**config.mk**
```make
export PLATFORM = sky130hd
export DESIGN_NAME = dm_store_buffer_flat
export DESIGN_NICKNAME = d
export VERILOG_FILES = /design/src/rtl/dm_store_buffer_pkg.sv /design/src/rtl/dm_store_buffer_if.sv /design/src/rtl/dm_store_buffer_store_align.sv /design/src/rtl/dm_store_buffer.sv /design/src/flat_wrapper.sv
export SDC_FILE = /design/constraint.sdc
export NUM_CORES = 1
export LEC_CHECK = 0
export BUFFER_PORTS_ARGS = -buffer_cell sky130_fd_sc_hd__buf_2
export CAP_MARGIN = 20
export CELL_PAD_IN_SITES_DETAIL_PLACEMENT = 0
export CELL_PAD_IN_SITES_GLOBAL_PLACEMENT = 2
export CORE_ASPECT_RATIO = 0.8
export CORE_MARGIN = 5
export CORE_UTILIZATION = 38
export CTS_CLUSTER_DIAMETER = 60
export DETAILED_ROUTE_END_ITERATION = 12
export PLACE_DENSITY = 0.94
export SETUP_SLACK_MARGIN = 0.02
export SLEW_MARGIN = 20
export SYNTH_ARGS = -nofsm -noshare
export SYNTH_HDL_FRONTEND = slang
export SYNTH_SLANG_ARGS = --single-unit
export TNS_END_PERCENT = 50
```
**constraint.sdc**
```tcl
create_clock -name clk -period 11.04 [get_ports clk]
set_input_delay 2.208 -clock clk [delete_from_list [all_inputs] [get_ports clk]]
set_output_delay 2.208 -clock clk [all_outputs]
set_load 0.005 [all_outputs]
```
**src/rtl/dm_store_buffer_pkg.sv**
```systemverilog
// Shared opcodes, entry layout and store-kind decode for the data-memory store buffer.
package dm_store_buffer_pkg;

  localparam logic [5:0] LW_OP  = 6'b100011;
  localparam logic [5:0] LH_OP  = 6'b100001;
  localparam logic [5:0] LHU_OP = 6'b100101;
  localparam logic [5:0] LB_OP  = 6'b100000;
  localparam logic [5:0] LBU_OP = 6'b100100;
  localparam logic [5:0] SW_OP  = 6'b101011;
  localparam logic [5:0] SH_OP  = 6'b101001;
  localparam logic [5:0] SB_OP  = 6'b101000;

  typedef enum logic [1:0] {
    ST_NONE = 2'd0,
    ST_WORD = 2'd1,
    ST_HALF = 2'd2,
    ST_BYTE = 2'd3
  } st_kind_t;

  typedef struct packed {
    logic [29:0] waddr;
    logic [3:0]  be;
    logic [31:0] data;
  } sb_entry_t;

  function automatic st_kind_t st_kind(input logic [5:0] op);
    case (op)
      SW_OP:   return ST_WORD;
      SH_OP:   return ST_HALF;
      SB_OP:   return ST_BYTE;
      default: return ST_NONE;
    endcase
  endfunction

endpackage

```
**src/rtl/dm_store_buffer_if.sv**
```systemverilog
// Memory-side write port of the store buffer: head entry plus req/ack handshake.
interface dm_store_buffer_if;
  logic        mem_req;
  logic [31:0] mem_addr;
  logic [31:0] mem_wdata;
  logic [3:0]  mem_be;
  logic        mem_ack;

  modport master (output mem_req, output mem_addr, output mem_wdata, output mem_be,
                  input  mem_ack);
  modport slave  (input  mem_req, input  mem_addr, input  mem_wdata, input  mem_be,
                  output mem_ack);
endinterface

```
**src/rtl/dm_store_buffer_store_align.sv**
```systemverilog
// Combinational store decode: byte enables, lane-replicated data and AdES detection.
module dm_store_buffer_store_align
  import dm_store_buffer_pkg::*;
(
  input  logic [5:0]  opcode_i,
  input  logic [1:0]  addr_lo_i,
  input  logic [31:0] wd_i,
  input  logic        st_valid_i,
  output logic        is_st_o,
  output logic        misalign_o,
  output logic [3:0]  be_o,
  output logic [31:0] data_o
);

  st_kind_t kind;
  logic     bad_align;

  always_comb begin
    kind      = st_kind(opcode_i);
    be_o      = 4'b0000;
    data_o    = wd_i;
    bad_align = 1'b0;
    case (kind)
      ST_WORD: begin
        be_o      = 4'b1111;
        bad_align = (addr_lo_i != 2'b00);
      end
      ST_HALF: begin
        be_o      = addr_lo_i[1] ? 4'b1100 : 4'b0011;
        data_o    = {2{wd_i[15:0]}};
        bad_align = addr_lo_i[0];
      end
      ST_BYTE: begin
        be_o   = 4'b0001 << addr_lo_i;
        data_o = {4{wd_i[7:0]}};
      end
      default: ;
    endcase
    is_st_o    = st_valid_i && (kind != ST_NONE);
    misalign_o = is_st_o && bad_align;
  end

endmodule

```
**src/rtl/dm_store_buffer.sv**
```systemverilog
// M-stage store FIFO draining to data memory over req/ack; stalls on full or on a
// load to a word still pending. Accepted store is presented the cycle after enqueue.
module dm_store_buffer
  import dm_store_buffer_pkg::*;
#(
  parameter int DEPTH = 2,
  parameter int PTR_W = 1
) (
  input  logic        clk,
  input  logic        reset,
  input  logic [31:0] IR_M,
  input  logic [31:0] MemAddr,
  input  logic [31:0] WD_in,
  input  logic        st_valid,
  input  logic        ld_check,
  output logic        stall,
  output logic        misalign,
  output logic        empty,
  dm_store_buffer_if.master mem
);

  localparam logic [PTR_W:0] FULL_CNT = (PTR_W+1)'(DEPTH);

  logic             is_st;
  logic [3:0]       st_be;
  logic [31:0]      st_data;
  logic [25:0]      unused_ir;

  logic [PTR_W:0]   count_q, count_d;
  logic [PTR_W-1:0] wr_ptr_q, wr_ptr_d;
  logic [PTR_W-1:0] rd_ptr_q, rd_ptr_d;
  logic [DEPTH-1:0] valid_q, valid_d;
  sb_entry_t        entry_q [DEPTH];
  sb_entry_t        new_entry;

  logic full, enq, pop, hit, full_stall, ld_stall;

  assign unused_ir = IR_M[25:0];

  dm_store_buffer_store_align u_store_align (
    .opcode_i   (IR_M[31:26]),
    .addr_lo_i  (MemAddr[1:0]),
    .wd_i       (WD_in),
    .st_valid_i (st_valid),
    .is_st_o    (is_st),
    .misalign_o (misalign),
    .be_o       (st_be),
    .data_o     (st_data)
  );

  assign full      = (count_q == FULL_CNT);
  assign empty     = (count_q == '0);
  assign pop       = !empty && mem.mem_ack;
  // No same-cycle bypass: a pop does not free a slot for the store seen this cycle.
  assign enq        = is_st && !misalign && !full;
  assign full_stall = is_st && !misalign && full;
  assign new_entry  = '{waddr: MemAddr[31:2], be: st_be, data: st_data};

  // Hazard uses the pre-edge valid bits, so an entry being popped still stalls a load.
  always_comb begin
    hit = 1'b0;
    for (int i = 0; i < DEPTH; i++) begin
      if (valid_q[i] && (entry_q[i].waddr == MemAddr[31:2])) hit = 1'b1;
    end
  end

  assign ld_stall = ld_check && hit;
  assign stall    = full_stall || ld_stall;

  always_comb begin
    count_d  = count_q;
    wr_ptr_d = wr_ptr_q;
    rd_ptr_d = rd_ptr_q;
    valid_d  = valid_q;
    if (pop) begin
      rd_ptr_d          = rd_ptr_q + PTR_W'(1);
      valid_d[rd_ptr_q] = 1'b0;
    end
    if (enq) begin
      wr_ptr_d          = wr_ptr_q + PTR_W'(1);
      valid_d[wr_ptr_q] = 1'b1;
    end
    if (enq && !pop)      count_d = count_q + (PTR_W+1)'(1);
    else if (!enq && pop) count_d = count_q - (PTR_W+1)'(1);
  end

  always_ff @(posedge clk) begin
    if (reset) begin
      count_q  <= '0;
      wr_ptr_q <= '0;
      rd_ptr_q <= '0;
      valid_q  <= '0;
      for (int i = 0; i < DEPTH; i++) entry_q[i] <= '0;
    end else begin
      count_q  <= count_d;
      wr_ptr_q <= wr_ptr_d;
      rd_ptr_q <= rd_ptr_d;
      valid_q  <= valid_d;
      if (enq) entry_q[wr_ptr_q] <= new_entry;
    end
  end

  assign mem.mem_req   = !empty;
  assign mem.mem_addr  = {entry_q[rd_ptr_q].waddr, 2'b00};
  assign mem.mem_be    = entry_q[rd_ptr_q].be;
  assign mem.mem_wdata = entry_q[rd_ptr_q].data;

endmodule

```
**src/flat_wrapper.sv**
```systemverilog
// flat-port wrapper written by rule: the top's interface ports become plain ports
module dm_store_buffer_flat import dm_store_buffer_pkg::*;
#(
  parameter int DEPTH = 2,
  parameter int PTR_W = 1
)
  (clk, reset, IR_M, MemAddr, WD_in, st_valid, ld_check, stall, misalign, empty, mem_mem_req, mem_mem_addr, mem_mem_wdata, mem_mem_be, mem_mem_ack);
  dm_store_buffer_if mem_i ();
  input  logic clk;
  input  logic reset;
  input  logic [31:0] IR_M;
  input  logic [31:0] MemAddr;
  input  logic [31:0] WD_in;
  input  logic st_valid;
  input  logic ld_check;
  output logic stall;
  output logic misalign;
  output logic empty;
  output wire logic [$bits(mem_i.mem_req)-1:0] mem_mem_req;
  output wire logic [$bits(mem_i.mem_addr)-1:0] mem_mem_addr;
  output wire logic [$bits(mem_i.mem_wdata)-1:0] mem_mem_wdata;
  output wire logic [$bits(mem_i.mem_be)-1:0] mem_mem_be;
  input wire logic [$bits(mem_i.mem_ack)-1:0] mem_mem_ack;
  assign mem_mem_req = mem_i.mem_req;
  assign mem_mem_addr = mem_i.mem_addr;
  assign mem_mem_wdata = mem_i.mem_wdata;
  assign mem_mem_be = mem_i.mem_be;
  assign mem_i.mem_ack = mem_mem_ack;
  dm_store_buffer #(.DEPTH(DEPTH), .PTR_W(PTR_W)) u_core (.clk(clk), .reset(reset), .IR_M(IR_M), .MemAddr(MemAddr), .WD_in(WD_in), .st_valid(st_valid), .ld_check(ld_check), .stall(stall), .misalign(misalign), .empty(empty), .mem(mem_i));
endmodule
```
After elaboration in Yosys (flattened, before gate mapping)
Memories as Yosys holds them, arrays and structs flattened. A register that Yosys moved wholly into a read port is not among the register bits.
Index checks and enable logic that the tools add are counted.
{"block": "classes", "muxes": 25, "n_shift": 1, "eq_ne": 9, "bitwise_logic": 3, "n_lt_le_gt_ge": 4, "reduce_logical": 24, "addsub": 4}
{"op": "66-bit two-way mux", "count": 1}
{"op": "66-bit OR reduction", "count": 1}
{"op": "32-bit one-hot mux with 2 select lines", "count": 1}
{"op": "30-bit equality test", "count": 2}
{"op": "6-bit equality test (second input constant)", "count": 3}
{"op": "1-bit logical AND", "count": 13}
{"op": "1-bit two-way mux", "count": 13}
{"op": "4-bit one-hot mux with 3 select lines", "count": 1}
{"op": "2-bit two-way mux", "count": 4}
{"op": "2-bit equality test (second input constant)", "count": 3}
{"op": "2-bit one-hot mux with 3 select lines", "count": 1}
{"op": "2-bit nonzero test", "count": 3}
{"op": "1-bit logical NOT", "count": 5}
{"op": "1-bit by 2-bit < comparator with 1-bit output (second input constant)", "count": 2}
{"op": "4-bit two-way mux", "count": 1}
{"op": "1-bit by 2-bit << shifter with 4-bit output (first input constant)", "count": 1}
{"op": "1-bit adder (second input constant)", "count": 2}
{"op": "2-bit by 1-bit adder with 2-bit output (second input constant)", "count": 1}
{"op": "2-bit bitwise AND", "count": 1}
{"op": "1-bit demux with 1-bit select", "count": 2}
{"op": "2-bit by 1-bit equality test with 1-bit output (second input constant)", "count": 1}
{"op": "1-bit >= comparator (second input constant)", "count": 2}
{"op": "2-bit logical NOT", "count": 1}
{"op": "2-bit NOT", "count": 1}
{"op": "4 further kinds", "count": 4}
{"block": "totals", "ff_bits": 6, "n_memories": 1, "wordCells": 75, "ram_bits": 132}
{"name": "u_core.entry_q", "depth": 2, "width": 66, "read_ports": 3, "rd_ports_with_merged_regs": 1, "write_ports": 2, "line_no": "dm_store_buffer.sv:33", "text": "sb_entry_t entry_q [DEPTH];"}

Depth between registers and ports, before layout
Gate-level depths: netlist of run 1.
{"block": "depth", "depth_word": 13, "ltp_mapped": 13}

Modules after synthesis
From an unflattened synthesis of run 1, not the netlist that was laid out.
{"block": "hier_totals", "cells_unflattened": 576, "hier_area_um2": 7334.5}
{"mod": "dm_store_buffer", "area_per_inst_um2": 6661.4, "cells_each": 474, "n_inst": 1}
{"mod": "dm_store_buffer_store_align", "area_per_inst_um2": 673.1, "cells_each": 102, "n_inst": 1}

Least setup slack after synthesis of run 1
OpenSTA, ideal clock, no wires.
{"block": "synth_timing", "kind": "input to register", "startpoint": "input IR_M[30]", "endpoint": "memory u_core.entry_q[1][0] in the netlist's numbering (enable)", "required_time_ns": 10.605, "cell_stages": 12, "arrival_ns": 5.667, "setup_ns": 0.435, "path_slack_ns": 4.939, "n_path_buf": 3, "cell_sequence": "and4bb_2 > and2b_1 > buf_4 > clkinv_1 > buf_2 > ha_1 > o21ai_2 > a21oi_2 > nor3_4 > nand3b_1 > clkbuf_1 > nand2b_1"}
{"item": "from (decl)", "line_no": "flat_wrapper.sv:11", "text": "input logic [31:0] IR_M;"}
{"item": "to (decl)", "line_no": "dm_store_buffer.sv:33"}

Final worst setup path of run 1
{"block": "layout_timing", "startpoint": "input IR_M[30]", "endpoint": "output misalign"}
{"block": "layout_between", "elab_chain_len": 5}
{"item": "6-bit equality test", "line_no": "dm_store_buffer_pkg.sv:27", "text": "case (op)"}
{"item": "2-bit one-hot mux with 3 select lines (*)", "line_no": "dm_store_buffer_pkg.sv:27"}
{"item": "2-bit equality test, or another cell as far along", "line_no": "dm_store_buffer_store_align.sv:23", "text": "case (kind)"}
{"item": "1-bit one-hot mux with 2 select lines or 1-bit logical AND (tied branches)", "line_no": "dm_store_buffer_store_align.sv:23, dm_store_buffer_store_align.sv:39"}
{"item": "1-bit logical AND (*)", "line_no": "dm_store_buffer_store_align.sv:40", "text": "misalign_o = is_st_o && bad_align;"}
{"item": "to (decl)", "line_no": "flat_wrapper.sv:17", "text": "output logic misalign;"}
Every way passes the cells marked *; elsewhere a longest branch is shown, timed or not.

==> results of run 1 <==
-- placed cells by master (no fill, tap or decap), types with 2 or more instances in the layout --
cell type / instances
dfxtp_1: 6
nor4_1: 10
ha_1: 5
nand2b_2: 2
nand2_1: 4
nand2b_1: 4
clkbuf_16: 17
clkinv_4: 2
nand4_1: 7
conb_1: 2
buf_4: 6
a31oi_1: 2
o21ai_0: 10
xor2_1: 48
xnor2_1: 16
inv_6: 9
and2_1: 76
clkinv_2: 2
nor2_1: 61
or2_2: 2
inv_1: 5
a21oi_1: 14
nor3_1: 2
a32oi_1: 8
buf_2: 144
mux2_2: 66
and3_1: 9
edfxtp_1: 132
a221o_1: 8
-- worst min-delay path: cells and delay by family, from the launching register on --
family,cells,cell delay [ns]
flops,1,0.32
compound gates,2,0.13
-- routing by layer --
layer | track usage (%) | routed length, um | up-vias
li1 | - | - | 2252
met1 | 22.2 | 7920 | 2361
met2 | 26.5 | 8500 | 137
met3 | 3.66 | 939 | 17
met4 | 4.70 | 226 | 0
met5 | 0 | 0 | -
-- worst paths after layout --
check | cells past startpoint | to | start | slack (ns)
worst max-delay path | 8 | misalign | IR_M[30] | 3.62
worst min-delay path | 2 | u_core.valid_q[0]$_SDFF_PP0_ | u_core.valid_q[0]$_SDFF_PP0_ | 0.50
worst max register to register | 6 | u_core.entry_q[1][30]$_SDFFCE_PN0P_ | u_core.count_q[0]$_SDFFE_PP0P_ | 8.25
worst min register to register | 2 | u_core.valid_q[0]$_SDFF_PP0_ | u_core.valid_q[0]$_SDFF_PP0_ | 0.50
-- power breakdown --
part           switching (mW)  total [mW]  internal (mW)
Sequential             0.0202       0.621          0.601
Clock                   0.242       0.537          0.295
Combinational           0.113       0.226          0.112
Total                   0.376        1.38           1.01
-- cell families after synthesis --
logic type                 count (synthesis)
AOI/OAI and AO/OA                         49
xor gates and xnor gates                  64
adders and majority gates                  5
buffers and inverters                     39
DFF                                      139
muxes                                     66
other                                      1
and+or+nand+nor                          187
-- synth_stat cells (2+ instances only) --
| library cell | n |
|---|---|
| edfxtp_1 | 132 |
| nor4_1 | 10 |
| nand4_1 | 7 |
| buf_6 | 3 |
| inv_1 | 5 |
| ha_1 | 5 |
| and2_1 | 76 |
| a221o_1 | 8 |
| and3_1 | 9 |
| nand2_1 | 4 |
| buf_2 | 3 |
| clkbuf_2 | 4 |
| buf_1 | 2 |
| dfxtp_1 | 7 |
| nor2_1 | 61 |
| nand2b_1 | 6 |
| xnor2_1 | 16 |
| nor3_1 | 2 |
| or2_2 | 2 |
| a31oi_1 | 2 |
| mux2_2 | 66 |
| a32oi_1 | 8 |
| o21ai_0 | 10 |
| a21oi_1 | 14 |
| clkbuf_1 | 18 |
| xor2_1 | 48 |
| buf_4 | 3 |
-- area by class of cell --
type	instances	area share [%]
Clock inverter	15	1.47
Timing Repair Buffer	150	9.02
Multi-Input combinational cell	373	32.5
Tap cell	230	3.39
Inverter	6	0.265
Sequential cell	139	48.4
Clock buffer	17	5.01
-- flip-flops by register name, indices dropped and copies added (netlist names), named ones only --
| name | flops |
|---|---|
| u_core.count_q | 2 |
| u_core.rd_ptr_q | 1 |
| u_core.valid_q | 2 |
| u_core.entry_q | 132 |
| u_core.wr_ptr_q | 1 |
-- metrics by stage --
step	cells	power [mW]	setup slack (ns)	hold WS (ns)
5_1_grt	930	1.44	3.38	0.564
4_1_cts	930	1.40	3.65	0.508
3_5_place_dp	898	0.861	3.65	0.496
2_1_floorplan	551	0.759	4.94	0.455
3_3_place_gp	898	0.857	3.75	0.476
6_report	930	1.38	3.62	0.503
==> metrics.cfg, run 1 <==
[synth]
synthXorXnorAreaFrac_pct = 7.97
yosysTopAreaCellShare_pct = 56.4
synth_cell_types = 46
muxShareOfSynthArea_pct = 10.6
synthTopCellsByArea = edfxtp_1 56%, mux2_2 11%, and2_1 6.8%
synthSimpleGateAreaFrac_pct = 14.7
synth_top_family_by_area = simple AND/OR/NAND/NOR gates
synthesis.area_mm2 = 0.00703
synth_ff_type = edfxtp_1
synth_edf_count = 132
synthAdderAreaFrac_pct = 0.889
synth_compound_area_share_pct = 4.84
synth_cells = 550
synthArstFlopShare_pct = 0
yosys_register_bits = 139
synth.largest_area_cell = edfxtp_1
yosysSeqAreaShare_pct = 58.3
synth_area_per_cell_um2 = 12.8
yosysWarnings = 0

[clock_network]
clockBufferDepth = 2
cts_buffers = 17
htree_levels = 4
cts-root-buf = clkbuf_16
clock_latency_ns = 0.42
cts_tree = done
holdBufCountCts = 0
clk_pin_slew_worst_paths_ns = 0.06
cts_resized = 0
post-cts-setup-buffers = 0
cts_num_sinks = 139

[layout]
final.fill_count = 1719
syn_to_final_growth_pct = 20.7
postLayoutCoreUtil_pct = 46.7
drive_gt1_share_pct = 36.9
ff_latch_area_mm2 = 0.00411
final_area_mm2 = 0.00849
antennaDiodeCount = 0
multi_input_area_mm2 = 0.00276
num-nets-final = 793

[worst_setup_path]
path_max_fanout = 30
crit_path_end_kind = output pin
critical_path.cell_chain = buf_2 -> and4bb_2 -> and2b_1 -> clkinv_1 -> ha_1 -> nand2b_1 -> a211oi_1 -> buf_2
critPathRequiredTime_ns = 8.83
cpMostUsedCell = buf_2
worst_path_max_delay_cell = clkinv_1
cp.arrival_ns = 5.21
critPathBufInv = 3
cpLargestDelayFamily = simple AND/OR/NAND/NOR gates
max_stage_delay_ns = 0.76
critPathLaunchType = input pin
crit_type = in -> out

[detailed_routing]
dr.pass1.iters = 5
vias_per_cell = 5.13
wl_um = 17600
wire_per_inst_um = 18.9
ant_nets = 0
drt_iter0_markers = 392
drc = 0
num_vias = 4767

[global_route]
gr-usage-all-layers_pct = 16.4
grt_overflow_total = 0
grt_pass1_vias = 4899
antenna_found_initial = 0
grt_pass1_wl_um = 27300
grt_max_degree = 49

[place]
placed_area_mm2 = 0.00794
gp_congestion = 0.778
dp_hpwl_um = 12100
port_buffers = 144

[die]
pin_count = 173
die_y_um = 132
chipWidth_um = 162
start_util_pct = 38.7
dieArea_mm2 = 0.0213
coreArea_mm2 = 0.0182
rows = 44

[pwr]
powerDensity_mw_per_mm2 = 163
power.leakage_nw = 3.48
ir_drop_uv = 91.0

[job]
maxCapViolCount = 0

[sta]
tightest_slew_ns = 1.08
slew_headroom_pct = 28.2
maxSlewViolCount = 0
min_period_ns = 7.42
fmax_mhz = 135
hold_viol_final = 0
setup_viol = 0
fin_tns_setup_ns = 0
period_share_pct = 67.2
rsz0062_at_grt = no
fin_skew_ns = 0.00780

[hold_path]
hold_path_class = reg -> reg

[run_status]
status = completed

No activity file was read; power rests on OpenSTA's default activity.
==> inputs of run 2 (changes only) <==
Settings changed: ABC_AREA set to 1, CORE_UTILIZATION 38 to 32, PLACE_DENSITY 0.94 to 0.89.
Clock period 11.04 ns to 7.3 ns, I/O delays scaled along.
==> run 2 against run 1 <==
  * First-iteration DRC count grew 5.9%
  * Highest routed layer is now met5
  * Synthesized area rose by 5.7%
  * Final area is 6.3% higher
  * Clock power up 61%
  * Total power is 47% higher
  * Sequential power grew 48%
  * Critical path type unchanged
  * Combinational power is 13% higher
  * Worst hold slack worse by 0.029 ns
  * Critical endpoint unchanged
  * Synthesized cell count is 51% higher
==> metrics.cfg, run 2 <==
[global_route]
grt_max_degree = 90  ; +84%
grt_overflow_total = 0  ; unchanged
gr-usage-all-layers_pct = 14.9  ; -1.5 points
met1_usage_pct = 20.2  ; -2.0 points
grt_use_met3_pct = 4.95  ; +1.3 points
antenna_found_initial = 5  ; +5
grt.busiest_layer = met2
grt.met2_usage_pct = 23.5  ; -2.9 points
grt_pass1_wl_um = 30700  ; +12%
grt_pass1_vias = 5704  ; +16%

[die]
dieArea_mm2 = 0.0264  ; +24%
start_util_pct = 32.8  ; -5.9 points
pin_count = 173  ; unchanged
coreArea_mm2 = 0.0227  ; +25%
chipWidth_um = 180  ; +11%
die_y_um = 146  ; +11%
rows = 49  ; +11%

[sta]
min_period_ns = 5.10
hold_viol_final = 0  ; unchanged
period_share_pct = 69.8
fmax_mhz = 196
fin_skew_ns = 0.00932  ; +0.00152 ns
holdWs_ns = 0.474  ; -0.0290 ns
rsz0062_at_grt = no
fin_tns_setup_ns = 0  ; unchanged
maxSlewViolCount = 0  ; unchanged
setup_viol = 0  ; unchanged
tightest_slew_ns = 1.08  ; +0.000704 ns
setup_slack_ns = 2.20  ; -1.42 ns
slew_headroom_pct = 28.2  ; -0.047 points

[layout]
syn_to_final_growth_pct = 21.3
top_regs = u_core.entry_q (132), u_core.count_q (2), u_core.valid_q (2)
regMostFlops = u_core.entry_q
drive_gt1_share_pct = 24.8  ; -12 points
finalNonFillerCells = 1289  ; +39%
final_area_mm2 = 0.00902  ; +6.3%
mostFrequentLayoutCells = 196 x nand2_1, 149 x nor2_1, 144 x buf_2, 134 x inv_1, 132 x edfxtp_1
num-nets-final = 1074  ; +35%
final_common_cell = nand2_1
largest_reg_flops = 132  ; unchanged

[detailed_routing]
vias_per_cell = 4.49  ; -12%
wl_um = 19700  ; +12%
drc = 0  ; unchanged
dr.pass1.iters = 5  ; unchanged
wire_per_inst_um = 15.3  ; -19%
drt_iter0_markers = 415  ; +5.9%
ant_nets = 0  ; unchanged
num_vias = 5791  ; +21%

[clock_network]
cts_resized = 0  ; unchanged
clk_pin_slew_worst_paths_ns = 0.06  ; about the same
cts_tree = done
clock_latency_ns = 0.42  ; about the same
cts_buffers = 17  ; unchanged
holdBufCountCts = 0  ; unchanged
post-cts-setup-buffers = 0  ; unchanged
clockBufferDepth = 2  ; unchanged
cts_num_sinks = 139  ; unchanged
cts-root-buf = clkbuf_16
htree_levels = 4  ; unchanged

[synth]
ys_top_cells_by_count = 198 x nand2_1, 150 x nor2_1, 134 x inv_1
synthAdderAreaFrac_pct = 0.841  ; -0.048 points
synth_compound_area_share_pct = 5.77  ; +0.93 points
synth_area_per_cell_um2 = 8.95  ; -30%
synth_cells = 831  ; +51%
synth_edf_count = 132  ; unchanged
yosysWarnings = 0  ; unchanged
yosysMostFrequentCell = nand2_1
synthesis.area_mm2 = 0.00744  ; +5.7%
synthSimpleGateAreaFrac_pct = 19.3  ; +4.6 points
synthArstFlopShare_pct = 0  ; unchanged
synth_ff_type = edfxtp_1
muxShareOfSynthArea_pct = 6.51  ; -4.1 points
synth_cell_types = 30  ; -35%
synthTopCellsByArea = edfxtp_1 53%, nand2_1 10%, nor2_1 7.6%
yosys_register_bits = 139  ; unchanged
synthXorXnorAreaFrac_pct = 2.83  ; -5.1 points
yosysTopAreaCellShare_pct = 53.3  ; -3.0 points
yosysSeqAreaShare_pct = 55.2  ; -3.2 points
synth_top_family_by_area = simple AND/OR/NAND/NOR gates
synth.largest_area_cell = edfxtp_1

[worst_setup_path]
path_max_fanout = 40  ; +33%
crit_type = in -> out
critPathLaunchType = input pin
crit_path_end_kind = output pin
rr_worst_depth = 6  ; unchanged
critPathRequiredTime_ns = 5.84  ; -2.99 ns
cp.arrival_ns = 3.64  ; -1.57 ns

[pwr]
power.leakage_nw = 4.16  ; +20%
ir_drop_uv = 123  ; +35%
powerDensity_mw_per_mm2 = 226  ; +38%

[place]
dp_cells = 1255  ; +40%
pre_cts_ws_ns = 2.09  ; -1.55 ns
port_buffers = 144  ; unchanged
gp_congestion = 0.767  ; -1.4%
dp_hpwl_um = 13600  ; +12%
placed_area_mm2 = 0.00843  ; +6.2%

[hold_path]
hold_path_class = reg -> reg
whs_path_depth = 2  ; unchanged

[job]
maxCapViolCount = 0  ; unchanged

[run_status]
status = completed

==> run 2: stage by stage <==
stage | power, mW | utilization (%)
2_1_floorplan | 1.08 | -
3_3_place_gp | 1.19 | 37.1
3_5_place_dp | 1.19 | 37.1
4_1_cts | 2.06 | 39.7
5_1_grt | 2.12 | 39.8
6_report | 2.04 | 39.8
==> run 2: path summary, 6_finish.rpt <==
check,from,slack [ns],endpoint
min,u_core.rd_ptr_q$_SDFFE_PP0P_,0.47,flip-flop
min reg2reg,u_core.rd_ptr_q$_SDFFE_PP0P_,0.47,flip-flop
max reg2reg,u_core.count_q[1]$_SDFFE_PP0P_,5.01,u_core.entry_q[1][43]$_SDFFCE_PN0P_
max,IR_M[29],2.20,misalign
==> run 2: cell type report <==
cell class	count	area, um2
Clock buffer	18	429
Antenna cell	2	5.00
Fill cell	2395	13700
Tap cell	306	383
Sequential cell	139	4110
Multi-Input combinational cell	522	2640
Timing Repair Buffer	151	786
Clock inverter	14	160
Inverter	137	514
==> run 2: per-layer routing <==
| layer | vias to the layer above | routed length, um |
|---|---|---|
| li1 | 2908 | - |
| met1 | 2689 | 9080 |
| met2 | 165 | 8990 |
| met3 | 21 | 1470 |
| met4 | 8 | 148 |
| met5 | - | 54 |
==> run 2: cell families (layout without fill, tap and decap cells) <==
kind of cell,Yosys count,in the layout
buffers and inverters,171,320
multiplexers,43,43
flip-flops,139,139
XOR/XNOR,24,24
AO/OA/AOI/OAI,80,80
other,1,4
AND/OR/NAND/NOR,368,368
adder cells (fa/ha/maj),5,5
==> run 2: power by group <==
group | internal [mW] | total [mW] | switching (mW)
Sequential | 0.903 | 0.916 | 0.0132
Combinational | 0.106 | 0.256 | 0.151
Clock | 0.510 | 0.863 | 0.353
Total | 1.52 | 2.04 | 0.517
==> run 2: critical path: stages <==
cell,delay [ns]
buf_2,0.09
nand4_1,0.13
nor2_2,0.04
buf_4,0.23
a21oi_1,0.32
ha_1,0.44
inv_2,0.19
o21bai_1,0.22
nand3b_2,0.17
nor3_1,0.15
buf_2,0.14
